**src/rtl/gpio_irq_if.sv**
```systemverilog
// APB slave segment carrying the GPIO register interface.
// Handshake: a transfer is a setup cycle (psel=1, penable=0) followed by an
// access cycle (psel=1, penable=1); pready is tied high, so every access
// completes in its first access cycle, writes commit on that clock edge and
// prdata/pslverr are valid combinationally during it.
interface gpio_irq_if;
  logic        psel;
  logic        penable;
  logic        pwrite;
  logic [15:0] paddr;
  logic [31:0] pwdata;
  logic [31:0] prdata;
  logic        pready;
  logic        pslverr;

  modport master (
    output psel, penable, pwrite, paddr, pwdata,
    input  prdata, pready, pslverr
  );

  modport slave (
    input  psel, penable, pwrite, paddr, pwdata,
    output prdata, pready, pslverr
  );
endinterface

```
**src/rtl/gpio_irq.sv**
```systemverilog
// Parametrised GPIO block: OUT/OEN registers with XOR/SET/CLR aliases,
// per-pin alternate-function select, input synchroniser, sticky W1C edge
// flags with rise/fall enables and a single registered interrupt line.
module gpio_irq #(
  parameter int                 N_GPIO      = 8,
  parameter int                 SYNC_STAGES = 2,
  parameter logic [N_GPIO-1:0]  RESET_OEN   = '0,
  parameter logic [N_GPIO-1:0]  RESET_FSEL  = '0
) (
  input  logic              clk,
  input  logic              rst,
  gpio_irq_if.slave         apbs,
  input  logic [N_GPIO-1:0] alt_out,
  input  logic [N_GPIO-1:0] alt_oe,
  output logic [N_GPIO-1:0] padout_gpio,
  output logic [N_GPIO-1:0] padoe_gpio,
  input  logic [N_GPIO-1:0] padin_gpio,
  output logic              irq
);

  // Word index of the register map (offset >> 2)
  localparam logic [5:0] IDX_OUT       = 6'd0;
  localparam logic [5:0] IDX_OUT_XOR   = 6'd1;
  localparam logic [5:0] IDX_OUT_SET   = 6'd2;
  localparam logic [5:0] IDX_OUT_CLR   = 6'd3;
  localparam logic [5:0] IDX_OEN       = 6'd4;
  localparam logic [5:0] IDX_OEN_XOR   = 6'd5;
  localparam logic [5:0] IDX_OEN_SET   = 6'd6;
  localparam logic [5:0] IDX_OEN_CLR   = 6'd7;
  localparam logic [5:0] IDX_IN        = 6'd8;
  localparam logic [5:0] IDX_FSEL      = 6'd9;
  localparam logic [5:0] IDX_INTR_RISE = 6'd10;
  localparam logic [5:0] IDX_INTR_FALL = 6'd11;
  localparam logic [5:0] IDX_INTE_RISE = 6'd12;
  localparam logic [5:0] IDX_INTE_FALL = 6'd13;
  localparam logic [5:0] IDX_INTS      = 6'd14;

  logic [N_GPIO-1:0] r_out;
  logic [N_GPIO-1:0] r_oen;
  logic [N_GPIO-1:0] r_fsel;
  logic [N_GPIO-1:0] r_inte_rise;
  logic [N_GPIO-1:0] r_inte_fall;
  logic [N_GPIO-1:0] r_intr_rise;
  logic [N_GPIO-1:0] r_intr_fall;
  logic [N_GPIO-1:0] r_prev;
  logic [SYNC_STAGES-1:0][N_GPIO-1:0] r_sync;

  logic [5:0]        w_idx;
  logic              w_access;
  logic              w_wr;
  logic              w_unmapped;
  logic [N_GPIO-1:0] w_wd;
  logic [N_GPIO-1:0] w_sync_o;
  logic [N_GPIO-1:0] w_rise;
  logic [N_GPIO-1:0] w_fall;
  logic [N_GPIO-1:0] w_ints;
  logic [N_GPIO-1:0] w_clr_rise;
  logic [N_GPIO-1:0] w_clr_fall;
  logic [N_GPIO-1:0] w_rd;
  logic              w_unused_ok;

  assign w_idx      = apbs.paddr[7:2];
  assign w_access   = apbs.psel & apbs.penable;
  assign w_wr       = w_access & apbs.pwrite;
  assign w_unmapped = (w_idx > IDX_INTS);
  assign w_wd       = apbs.pwdata[N_GPIO-1:0];

  // Address bits outside the decode and data bits above the pin count are ignored
  assign w_unused_ok = ^{apbs.paddr[15:8], apbs.paddr[1:0], apbs.pwdata};

  assign w_sync_o = r_sync[SYNC_STAGES-1];
  assign w_rise   = w_sync_o & ~r_prev;
  assign w_fall   = ~w_sync_o & r_prev;
  assign w_ints   = (r_intr_rise & r_inte_rise) | (r_intr_fall & r_inte_fall);

  assign w_clr_rise = (w_wr && w_idx == IDX_INTR_RISE) ? w_wd : '0;
  assign w_clr_fall = (w_wr && w_idx == IDX_INTR_FALL) ? w_wd : '0;

  assign padout_gpio = (r_fsel & alt_out) | (~r_fsel & r_out);
  assign padoe_gpio  = (r_fsel & alt_oe)  | (~r_fsel & r_oen);

  assign apbs.pready  = 1'b1;
  assign apbs.pslverr = w_access & w_unmapped;

  // Read mux: aliases return their base register, unmapped offsets read 0
  always_comb begin
    w_rd = '0;
    case (w_idx)
      IDX_OUT, IDX_OUT_XOR, IDX_OUT_SET, IDX_OUT_CLR: w_rd = r_out;
      IDX_OEN, IDX_OEN_XOR, IDX_OEN_SET, IDX_OEN_CLR: w_rd = r_oen;
      IDX_IN:        w_rd = w_sync_o;
      IDX_FSEL:      w_rd = r_fsel;
      IDX_INTR_RISE: w_rd = r_intr_rise;
      IDX_INTR_FALL: w_rd = r_intr_fall;
      IDX_INTE_RISE: w_rd = r_inte_rise;
      IDX_INTE_FALL: w_rd = r_inte_fall;
      IDX_INTS:      w_rd = w_ints;
      default:       w_rd = '0;
    endcase
  end

  assign apbs.prdata = apbs.psel ? 32'(w_rd) : 32'd0;

  // OUT register with write/XOR/SET/CLR aliases
  always_ff @(posedge clk or posedge rst) begin
    if (rst) begin
      r_out <= '0;
    end else if (w_wr) begin
      case (w_idx)
        IDX_OUT:     r_out <= w_wd;
        IDX_OUT_XOR: r_out <= r_out ^ w_wd;
        IDX_OUT_SET: r_out <= r_out | w_wd;
        IDX_OUT_CLR: r_out <= r_out & ~w_wd;
        default:     r_out <= r_out;
      endcase
    end
  end

  // OEN register with write/XOR/SET/CLR aliases
  always_ff @(posedge clk or posedge rst) begin
    if (rst) begin
      r_oen <= RESET_OEN;
    end else if (w_wr) begin
      case (w_idx)
        IDX_OEN:     r_oen <= w_wd;
        IDX_OEN_XOR: r_oen <= r_oen ^ w_wd;
        IDX_OEN_SET: r_oen <= r_oen | w_wd;
        IDX_OEN_CLR: r_oen <= r_oen & ~w_wd;
        default:     r_oen <= r_oen;
      endcase
    end
  end

  // Plain read/write configuration registers: function select and enables
  always_ff @(posedge clk or posedge rst) begin
    if (rst) begin
      r_fsel      <= RESET_FSEL;
      r_inte_rise <= '0;
      r_inte_fall <= '0;
    end else if (w_wr) begin
      if (w_idx == IDX_FSEL)      r_fsel      <= w_wd;
      if (w_idx == IDX_INTE_RISE) r_inte_rise <= w_wd;
      if (w_idx == IDX_INTE_FALL) r_inte_fall <= w_wd;
    end
  end

  // Input synchroniser chain and edge-history register
  always_ff @(posedge clk or posedge rst) begin
    if (rst) begin
      r_sync <= '0;
      r_prev <= '0;
    end else begin
      r_sync <= {r_sync[SYNC_STAGES-2:0], padin_gpio};
      r_prev <= w_sync_o;
    end
  end

  // Sticky edge flags; a detected edge overrides a same-cycle W1C
  always_ff @(posedge clk or posedge rst) begin
    if (rst) begin
      r_intr_rise <= '0;
      r_intr_fall <= '0;
    end else begin
      r_intr_rise <= (r_intr_rise & ~w_clr_rise) | w_rise;
      r_intr_fall <= (r_intr_fall & ~w_clr_fall) | w_fall;
    end
  end

  // Registered interrupt line from the masked flags
  always_ff @(posedge clk or posedge rst) begin
    if (rst) irq <= 1'b0;
    else     irq <= |w_ints;
  end

endmodule

```
**src/flat_wrapper.sv**
```systemverilog
// flat-port wrapper written by rule: the top's interface ports become plain ports
module gpio_irq_flat 
#(
  parameter int                 N_GPIO      = 8,
  parameter int                 SYNC_STAGES = 2,
  parameter logic [N_GPIO-1:0]  RESET_OEN   = '0,
  parameter logic [N_GPIO-1:0]  RESET_FSEL  = '0
)
  (clk, rst, alt_out, alt_oe, padout_gpio, padoe_gpio, padin_gpio, irq, apbs_psel, apbs_penable, apbs_pwrite, apbs_paddr, apbs_pwdata, apbs_prdata, apbs_pready, apbs_pslverr);
  gpio_irq_if apbs_i ();
  input  logic clk;
  input  logic rst;
  input  logic [N_GPIO-1:0] alt_out;
  input  logic [N_GPIO-1:0] alt_oe;
  output logic [N_GPIO-1:0] padout_gpio;
  output logic [N_GPIO-1:0] padoe_gpio;
  input  logic [N_GPIO-1:0] padin_gpio;
  output logic irq;
  input wire logic [$bits(apbs_i.psel)-1:0] apbs_psel;
  input wire logic [$bits(apbs_i.penable)-1:0] apbs_penable;
  input wire logic [$bits(apbs_i.pwrite)-1:0] apbs_pwrite;
  input wire logic [$bits(apbs_i.paddr)-1:0] apbs_paddr;
  input wire logic [$bits(apbs_i.pwdata)-1:0] apbs_pwdata;
  output wire logic [$bits(apbs_i.prdata)-1:0] apbs_prdata;
  output wire logic [$bits(apbs_i.pready)-1:0] apbs_pready;
  output wire logic [$bits(apbs_i.pslverr)-1:0] apbs_pslverr;
  assign apbs_i.psel = apbs_psel;
  assign apbs_i.penable = apbs_penable;
  assign apbs_i.pwrite = apbs_pwrite;
  assign apbs_i.paddr = apbs_paddr;
  assign apbs_i.pwdata = apbs_pwdata;
  assign apbs_prdata = apbs_i.prdata;
  assign apbs_pready = apbs_i.pready;
  assign apbs_pslverr = apbs_i.pslverr;
  gpio_irq #(.N_GPIO(N_GPIO), .SYNC_STAGES(SYNC_STAGES), .RESET_OEN(RESET_OEN), .RESET_FSEL(RESET_FSEL)) u_core (.clk(clk), .rst(rst), .apbs(apbs_i), .alt_out(alt_out), .alt_oe(alt_oe), .padout_gpio(padout_gpio), .padoe_gpio(padoe_gpio), .padin_gpio(padin_gpio), .irq(irq));
endmodule
```
**config.mk**
```make
export PLATFORM = sky130hd
export DESIGN_NAME = gpio_irq_flat
export DESIGN_NICKNAME = d
export VERILOG_FILES = /design/src/rtl/gpio_irq_if.sv /design/src/rtl/gpio_irq.sv /design/src/flat_wrapper.sv
export SDC_FILE = /design/constraint.sdc
export NUM_CORES = 1
export LEC_CHECK = 0
export ABC_AREA = 1
export BUFFER_PORTS_ARGS = -buffer_cell sky130_fd_sc_hd__buf_2
export CORE_AREA = 2 2 116 118
export CTS_BUF_LIST = sky130_fd_sc_hd__clkbuf_8
export CTS_CLUSTER_SIZE = 10
export DETAILED_ROUTE_END_ITERATION = 8
export DIE_AREA = 0 0 118 120
export PLACE_DENSITY = 0.73
export RECOVER_POWER = 100
export SLEW_MARGIN = 0
export SYNTH_ARGS = -nofsm -noshare
export SYNTH_HDL_FRONTEND = slang
export SYNTH_SLANG_ARGS = --single-unit
```
**constraint.sdc**
```tcl
create_clock -name clk -period 2.4 [get_ports clk]
set_clock_uncertainty 0.05 [all_clocks]
set_input_delay 0.24 -clock clk [delete_from_list [all_inputs] [get_ports clk]]
set_output_delay 0.24 -clock clk [all_outputs]
set_load 0.02 [all_outputs]
```
==> impl_results.md, run 1 <==
- Final setup fails: 0
- Total Neg Setup Slack: 0 ps
- Pin count of the biggest net entering global routing: 43
- PnR worst setup slack: just under 300 ps
- Crit Reg-Reg Startpoint: u_core.r_oen[6]$_DFFE_PP0P_
- Commonest non-fill, non-tap cells in the layout: nand2_1, dfrtp_1, inv_1, o21ai_0, nand3_1
- DR DRC count: 0
- Final Instance Area: approximately 5700 um2
- TritonCTS clock tree: done
- Final hold vios: 0
- Yosys top cell by area: dfrtp_1
- Max FO, Critical Path: 9
- Rel. slew slack: between 15 and 20%
- Avg WL per Cell: approximately 14 um
- Routed Antenna Nets: 0
- Worst min path class: in -> reg
- # clock sinks: a little over 80
- Clk buf depth: 2
- Die area: roughly 14000 um2
- Area added between synthesis and finish: 12.7%
- TritonCTS Buffers: 9
- GR peak layer: met2
- Gr usage total: approximately a fifth
- Sequential share of the synthesized area: ~40%
- Finished Core Util: 43.6%
- Crit path top cell by count: nand2_1
- Maximum vdd ir drop: about 0.3 mV
- DR vias/cell: ~5.0
- Slew Limit Fails: 0
- Fin nets: roughly 870
- GR Util met3: under 10%
- PwrDens: 548 nW/um2
- Synthesized area per cell: 7.38 um2
- Fmax: 0.474 GHz
- Synth area leaders: dfrtp_1, nand2_1, ha_1
- Outcome: complete, no violations
- Number of global-route vias before repair: approximately 4.5k
- Row Count: 42
- Dpl ws: roughly 470 ps
- Startpoint types: input pin
- Mapped Cells: 681
- Clk root buf: clkbuf_8
- Critical-path top delay cell: nor2_1
- RR Endpoint: u_core.r_oen[6]$_DFFE_PP0P_
- Share of cells above drive strength 1: 10.9%
- Yosys reg bits: between 80 and 90
- Crit path depth: 11
- Drt total wl: around 13000 um
- R2r worst-path depth: 6
- Initial Utilization: between 30% and 40%
- Hold Crit Start: apbs_pwdata[7]
- Sequence of cells on the critical path: buf_2 > inv_2 > nand2_1 > nor2_1 > nand3_1 > nand2_1 > nor2_1 > nand3_1 > nand2_1 > inv_1 > clkbuf_1
- Fin crit share: roughly 88%
- DR vias: 4697
- Worst-margin pin slew: 1230 ps
- Global-route met1 utilization: between 20% and 30%
- Core Area: 13000 um2
- M2 GR Usage: between 30% and 40%
- CP Capture Point: apbs_prdata[2]
- Post-synth top area share: 40.3%
- CP endpoint kind: primary output
- Die Wd: about 120 um
- Htree depth: 3
- CTS clock-pin slew for the worst setup and hold paths: roughly 90 ps
- Commonest non-fill, non-tap cell in the layout: nand2_1
- Setup crit start: apbs_paddr[3]
- Die height: about 120 um
- Overflow after GRT: 0
- CP delay by family, top: simple AND/OR/NAND/NOR gates
- Worst Path Arrival: between 1500 and 2000 ps
- Setup bufs post-CTS: 0
- Router iterations before antenna repair: 5
- WP buf/inv: 4
- Placer Congestion: a little under 0.9
- Initial antenna violation count: 0
- Leakage: a little under 3 nW
- WP data required: roughly 2100 ps
- Fin crit period: approximately 2100 ps
- Ys Warns: 0
- Reg2reg setup slack: ~1100 ps
- First-pass GRT wire length: around 22000 um
- DR iter-0 viols: between 500 and 600
- Number of library cell types mapped by synthesis: 22
- Clk_lat worst skew: approximately 360 ps
- I/O Pins: about 130
- CP Class: in -> out
- MaxCap Viol Count: 0
- Port bufs: 68
- Cell area after placement: roughly 5500 um2
- RSZ-0062 raised after global routing: no
- Antenna cells: 0
- Post-detail-place hpwl: 9820 um
- Synthesized area: approximately 5000 um2
- Worst path max stage delay: 540 ps
## repair_timing
item / 4_1_cts / 5_1_grt
hold buffers: 9 / 0
hold endpoints to repair: 33 / 0
gates resized for setup: 0 / 0
## worst reg2reg max path: cells and delay by family (launching register included)
| family | cells | cell delay [ps] |
|---|---|---|
| adder cells (fa/ha/maj) | 1 | 270 |
| flip-flops | 1 | 420 |
| AND/OR/NAND/NOR | 3 | 190 |
| buffers and inverters | 1 | 80 |
| AO/OA/AOI/OAI | 1 | 160 |
## cell usage after synthesis (all sizes together)
cell type and count:
conb 2, ha 32, dfrtp 81, nand2 266, nand4 25, buf 38, nor4 2, nand3 58
nor2 35, clkbuf 1, a21oi 5, inv 69, o211ai 1, o21ai 66
## per-stage QoR
stage | total power [mW] | hold WS [ps] | cells
2_1_floorplan | 1.95 | 221 | 704
6_report | 3.10 | 172 | 939
3_5_place_dp | 2.13 | 244 | 915
4_1_cts | 3.15 | 168 | 939
3_3_place_gp | 2.11 | 235 | 915
5_1_grt | 3.27 | 209 | 939
## final cells by class
| type | instances | area (um2) |
|---|---|---|
| Sequential cell | 81 | 2030 |
| Fill cell | 1393 | 7320 |
| Tap cell | 176 | 220 |
| Clock buffer | 9 | 124 |
| Multi-Input combinational cell | 515 | 2510 |
| Timing Repair Buffer | 83 | 447 |
| Inverter | 69 | 260 |
| Clock inverter | 6 | 67.6 |
## cells by family (layout without fill, tap and decap cells)
logic type	Yosys count	count (layout)	synth area share (%)
buffers and inverters	108	167	10.5
flip-flops	81	81	40.3
AO/OA/AOI/OAI	72	72	7.50
AND/OR/NAND/NOR	386	386	33.6
adder cells (fa/ha/maj)	32	32	7.97
other	2	25	0.149
## flip-flops by register name (all words and copies together), names as in the netlist
name / flops
u_core.r_inte_rise: 8
u_core.r_inte_fall: 8
u_core.irq: 1
u_core.w_sync_o: 8
u_core.r_out: 8
u_core.r_prev: 8
u_core.r_oen: 8
u_core.r_fsel: 8
u_core.r_intr_rise: 8
u_core.r_sync: 8
u_core.r_intr_fall: 8
## how the worst min path moves through the flow
| stage | to | slack [ps] | depth (start not counted) |
|---|---|---|---|
| 2_1_floorplan | u_core.r_sync[0]$_DFF_PP0_ | 220 | 0 |
| 3_3_place_gp | u_core.r_sync[3]$_DFF_PP0_ | 240 | 2 |
| 3_5_place_dp | u_core.r_sync[3]$_DFF_PP0_ | 240 | 2 |
| 4_1_cts | u_core.r_oen[7]$_DFFE_PP0P_ | 170 | 5 |
| 5_1_grt | u_core.r_oen[1]$_DFFE_PP0P_ | 210 | 5 |
| 6_report | u_core.r_oen[7]$_DFFE_PP0P_ | 170 | 5 |
## power breakdown
group          total [mW]  switching (mW)  internal, mW
registers            1.53          0.0825          1.45
logic               0.559           0.391         0.168
clock network        1.01           0.533         0.481
total                3.10            1.01          2.10
## routing by layer
metal,up-vias,routed length [um]
li1,2289,-
met1,2211,6060
met2,174,6000
met3,23,857
met4,0,294
met5,-,0
No activity file was read; power rests on OpenSTA's default activity.
==> run 2: changes to the inputs <==
Settings changed: CELL_PAD_IN_SITES_DETAIL_PLACEMENT set to 0, CELL_PAD_IN_SITES_GLOBAL_PLACEMENT set to 2, CORE_AREA 2 2 116 118 to 2 2 137 139, DIE_AREA 0 0 118 120 to 0 0 139 141, PLACE_DENSITY 0.73 to 0.88.
==> run 2 against run 1 <==
Net effect:
- combinational power grew 2%
- core utilization decreased by 12 points
- via count decreased by 4.9%
- global-route usage is 4.1 points lower
- critical endpoint is now apbs_prdata[4]
- largest cell class unchanged
- highest routed layer unchanged
==> impl_results.md, run 2 (same netlist as run 1, synthesis figures left out) <==
- Router iterations before antenna repair: 4 (was 5)
- Rel. slew slack: 34.7% (was 17.3%)
- Port bufs: 68 (unchanged)
- Routed Antenna Nets: 0 (unchanged)
- DR DRC count: 0 (unchanged)
- Core Area: 18300 um2 (was 13000 um2)
- Clk root buf: clkbuf_8 (unchanged)
- Worst-margin pin slew: 974 ps (was 1230 ps)
- Worst Path Arrival: 1750 ps (was 1820 ps)
- Fmax: 0.491 GHz (was 0.474 GHz)
- Worst min path class: in -> reg (unchanged)
- Fin crit share: 84.8% (was 88.0%)
- Fin crit period: 2040 ps (was 2110 ps)
- Area added between synthesis and finish: 15.8% (was 12.7%)
- Initial Utilization: 27.5% (was 38.7%)
- CP Class: in -> out (unchanged)
- Placer Congestion: 0.814 (was 0.892)
- Gr usage total: 15.4% (was 19.5%)
- Placed cells: 978 (was 915)
- Antenna cells: 0 (unchanged)
- WP buf/inv: 3 (was 4)
- DR iter-0 viols: 351 (was 505)
- Slew Limit Fails: 0 (unchanged)
- PwrDens: 546 nW/um2 (was 548 nW/um2)
- Outcome: complete, no violations (unchanged)
- Clk_lat worst skew: 380 ps (was 360 ps)
- Pwr Total: 3.18 mW (was 3.10 mW)
- Final setup fails: 0 (unchanged)
- Maximum vdd ir drop: 0.238 mV (was 0.295 mV)
- Final hold vios: 0 (unchanged)
- MaxCap Viol Count: 0 (unchanged)
- Leakage: 2.94 nW (was 2.92 nW)
- Max FO, Critical Path: 9 (unchanged)
- Drt total wl: 14700 um (was 13200 um)
- Setup bufs post-CTS: 0 (unchanged)
- Commonest non-fill, non-tap cell in the layout: nand2_1 (unchanged)
- TritonCTS Buffers: 9 (unchanged)
- Row Count: 50 (was 42)
- TritonCTS clock tree: done (unchanged)
- Post-detail-place hpwl: 11000 um (was 9820 um)
- Fin nets: 873 (was 868)
- Fillers: 2070 (was 1393)
- Die area: 19600 um2 (was 14200 um2)
- Crit path top cell by count: nand2_1 (unchanged)
- Commonest non-fill, non-tap cells in the layout: nand2_1, dfrtp_1, inv_1, o21ai_0, nand3_1 (unchanged)
- Pin count of the biggest net entering global routing: 41 (was 43)
- CTS Hold Bufs: 9 (unchanged)
- Overflow after GRT: 0 (unchanged)
- Number of global-route vias before repair: 4269 (was 4457)
- DR vias/cell: 4.45 (was 5.00)
- Avg WL per Cell: 14.7 um (was 14.1 um)
- CTS clock-pin slew for the worst setup and hold paths: 80 ps (was 90 ps)
- Critical-path top delay cell: nor2_2 (was nor2_1)
- Die Wd: 139 um (was 118 um)
- Htree depth: 3 (unchanged)
- Worst path max stage delay: 410 ps (was 540 ps)
- I/O Pins: 128 (unchanged)
- Die height: 141 um (was 120 um)
- Post-CTS sizing: 0 (unchanged)
- DR vias: 4466 (was 4697)
- Cell Count, Final, Fillers Out: 1003 (was 939)
- Initial antenna violation count: 0 (unchanged)
- Sequence of cells on the critical path: clkbuf_1 > nand2_1 > nor2_2 > nand3_1 > nand2_1 > nor2_1 > nand3_1 > nand2_1 > inv_1 > clkbuf_1 (was buf_2 > inv_2 > nand2_1 > nor2_1 > nand3_1 > nand2_1 > nor2_1 > nand3_1 > nand2_1 > inv_1 > clkbuf_1)
- # clock sinks: 81 (unchanged)
- CP endpoint kind: primary output (unchanged)
- RSZ-0062 raised after global routing: no (unchanged)
- First-pass GRT wire length: 23500 um (was 22100 um)
- Clk buf depth: 2 (unchanged)
- Share of cells above drive strength 1: 10.8% (was 10.9%)
- Startpoint types: input pin (unchanged)
- CP delay by family, top: simple AND/OR/NAND/NOR gates (unchanged)
- Total Neg Setup Slack: 0 ps (unchanged)
- WP data required: 2110 ps (about the same)
-- run 2: cell types whose count changed in the layout (fill, tap and decap cells not counted), sizes merged --
cell | previous run | this run
clkinvlp | 3 | 2
inv | 70 | 69
clkinv | 1 | 2
clkbuf | 32 | 39
-- run 2: per-layer routing --
layer,GRT usage (%),vias up,wire [um]
met5,0,-,0
met4,4.09,0,255
met3,3.23,15,737
met2,24.7,112,6830
met1,21.2,2039,6890
li1,-,2300,-
-- run 2: stage by stage --
| stage | hold WS [ps] | setup slack [ps] | instance area (um2) | util [%] |
|---|---|---|---|---|
| final | 150 | 365 | 5820 | 31.8 |
| after floorplan | 221 | 29.9 | 5110 | - |
| after detailed placement | 187 | 488 | 5590 | 30.6 |
| after global routing | 180 | 192 | 5820 | 31.8 |
| after CTS | 135 | 484 | 5880 | 32.2 |
| after global placement | 176 | 503 | 5590 | 30.6 |
-- run 2: cell type report --
cell class | count | area, um2 | area share [%]
repair buffers | 88 | 502 | 8.63
flip-flops and latches | 81 | 2030 | 34.9
multi-input cells | 515 | 2530 | 43.5
clock inverters | 5 | 55.1 | 0.947
clock buffers | 11 | 151 | 2.60
inverters | 69 | 260 | 4.48
well taps | 234 | 293 | 5.03
-- run 2: power breakdown --
| group | total [mW] | switching (mW) | internal, mW |
|---|---|---|---|
| Combinational | 0.572 | 0.399 | 0.174 |
| Sequential | 1.53 | 0.0802 | 1.45 |
| Clock | 1.08 | 0.541 | 0.534 |
-- run 2: path summary, 6_finish.rpt --
| path | start | end | slack, ps | depth (start not counted) |
|---|---|---|---|---|
| setup / recovery | apbs_paddr[5] | apbs_prdata[4] | 360 | 10 |
| hold / removal | apbs_pwdata[7] | u_core.r_oen[7]$_DFFE_PP0P_ | 150 | 5 |
| setup reg to reg | u_core.r_oen[6]$_DFFE_PP0P_ | u_core.r_oen[6]$_DFFE_PP0P_ | 1160 | 6 |
| hold reg to reg | u_core.r_sync[3]$_DFF_PP0_ | u_core.w_sync_o[3]$_DFF_PP0_ | 300 | 0 |
| max in group asynchronous | rst | u_core.r_inte_rise[4]$_DFFE_PP0P_ | 720 | 4 |
| min in group asynchronous | rst | u_core.r_sync[2]$_DFF_PP0_ | 520 | 3 |
-- run 2: worst register-to-register path, stage by stage, from the launching register on --
cell	delay [ps]
dfrtp_1	410
inv_1	90
ha_1	270
nand2_1	60
nand3_1	80
o21ai_1	120
nand2_1	60
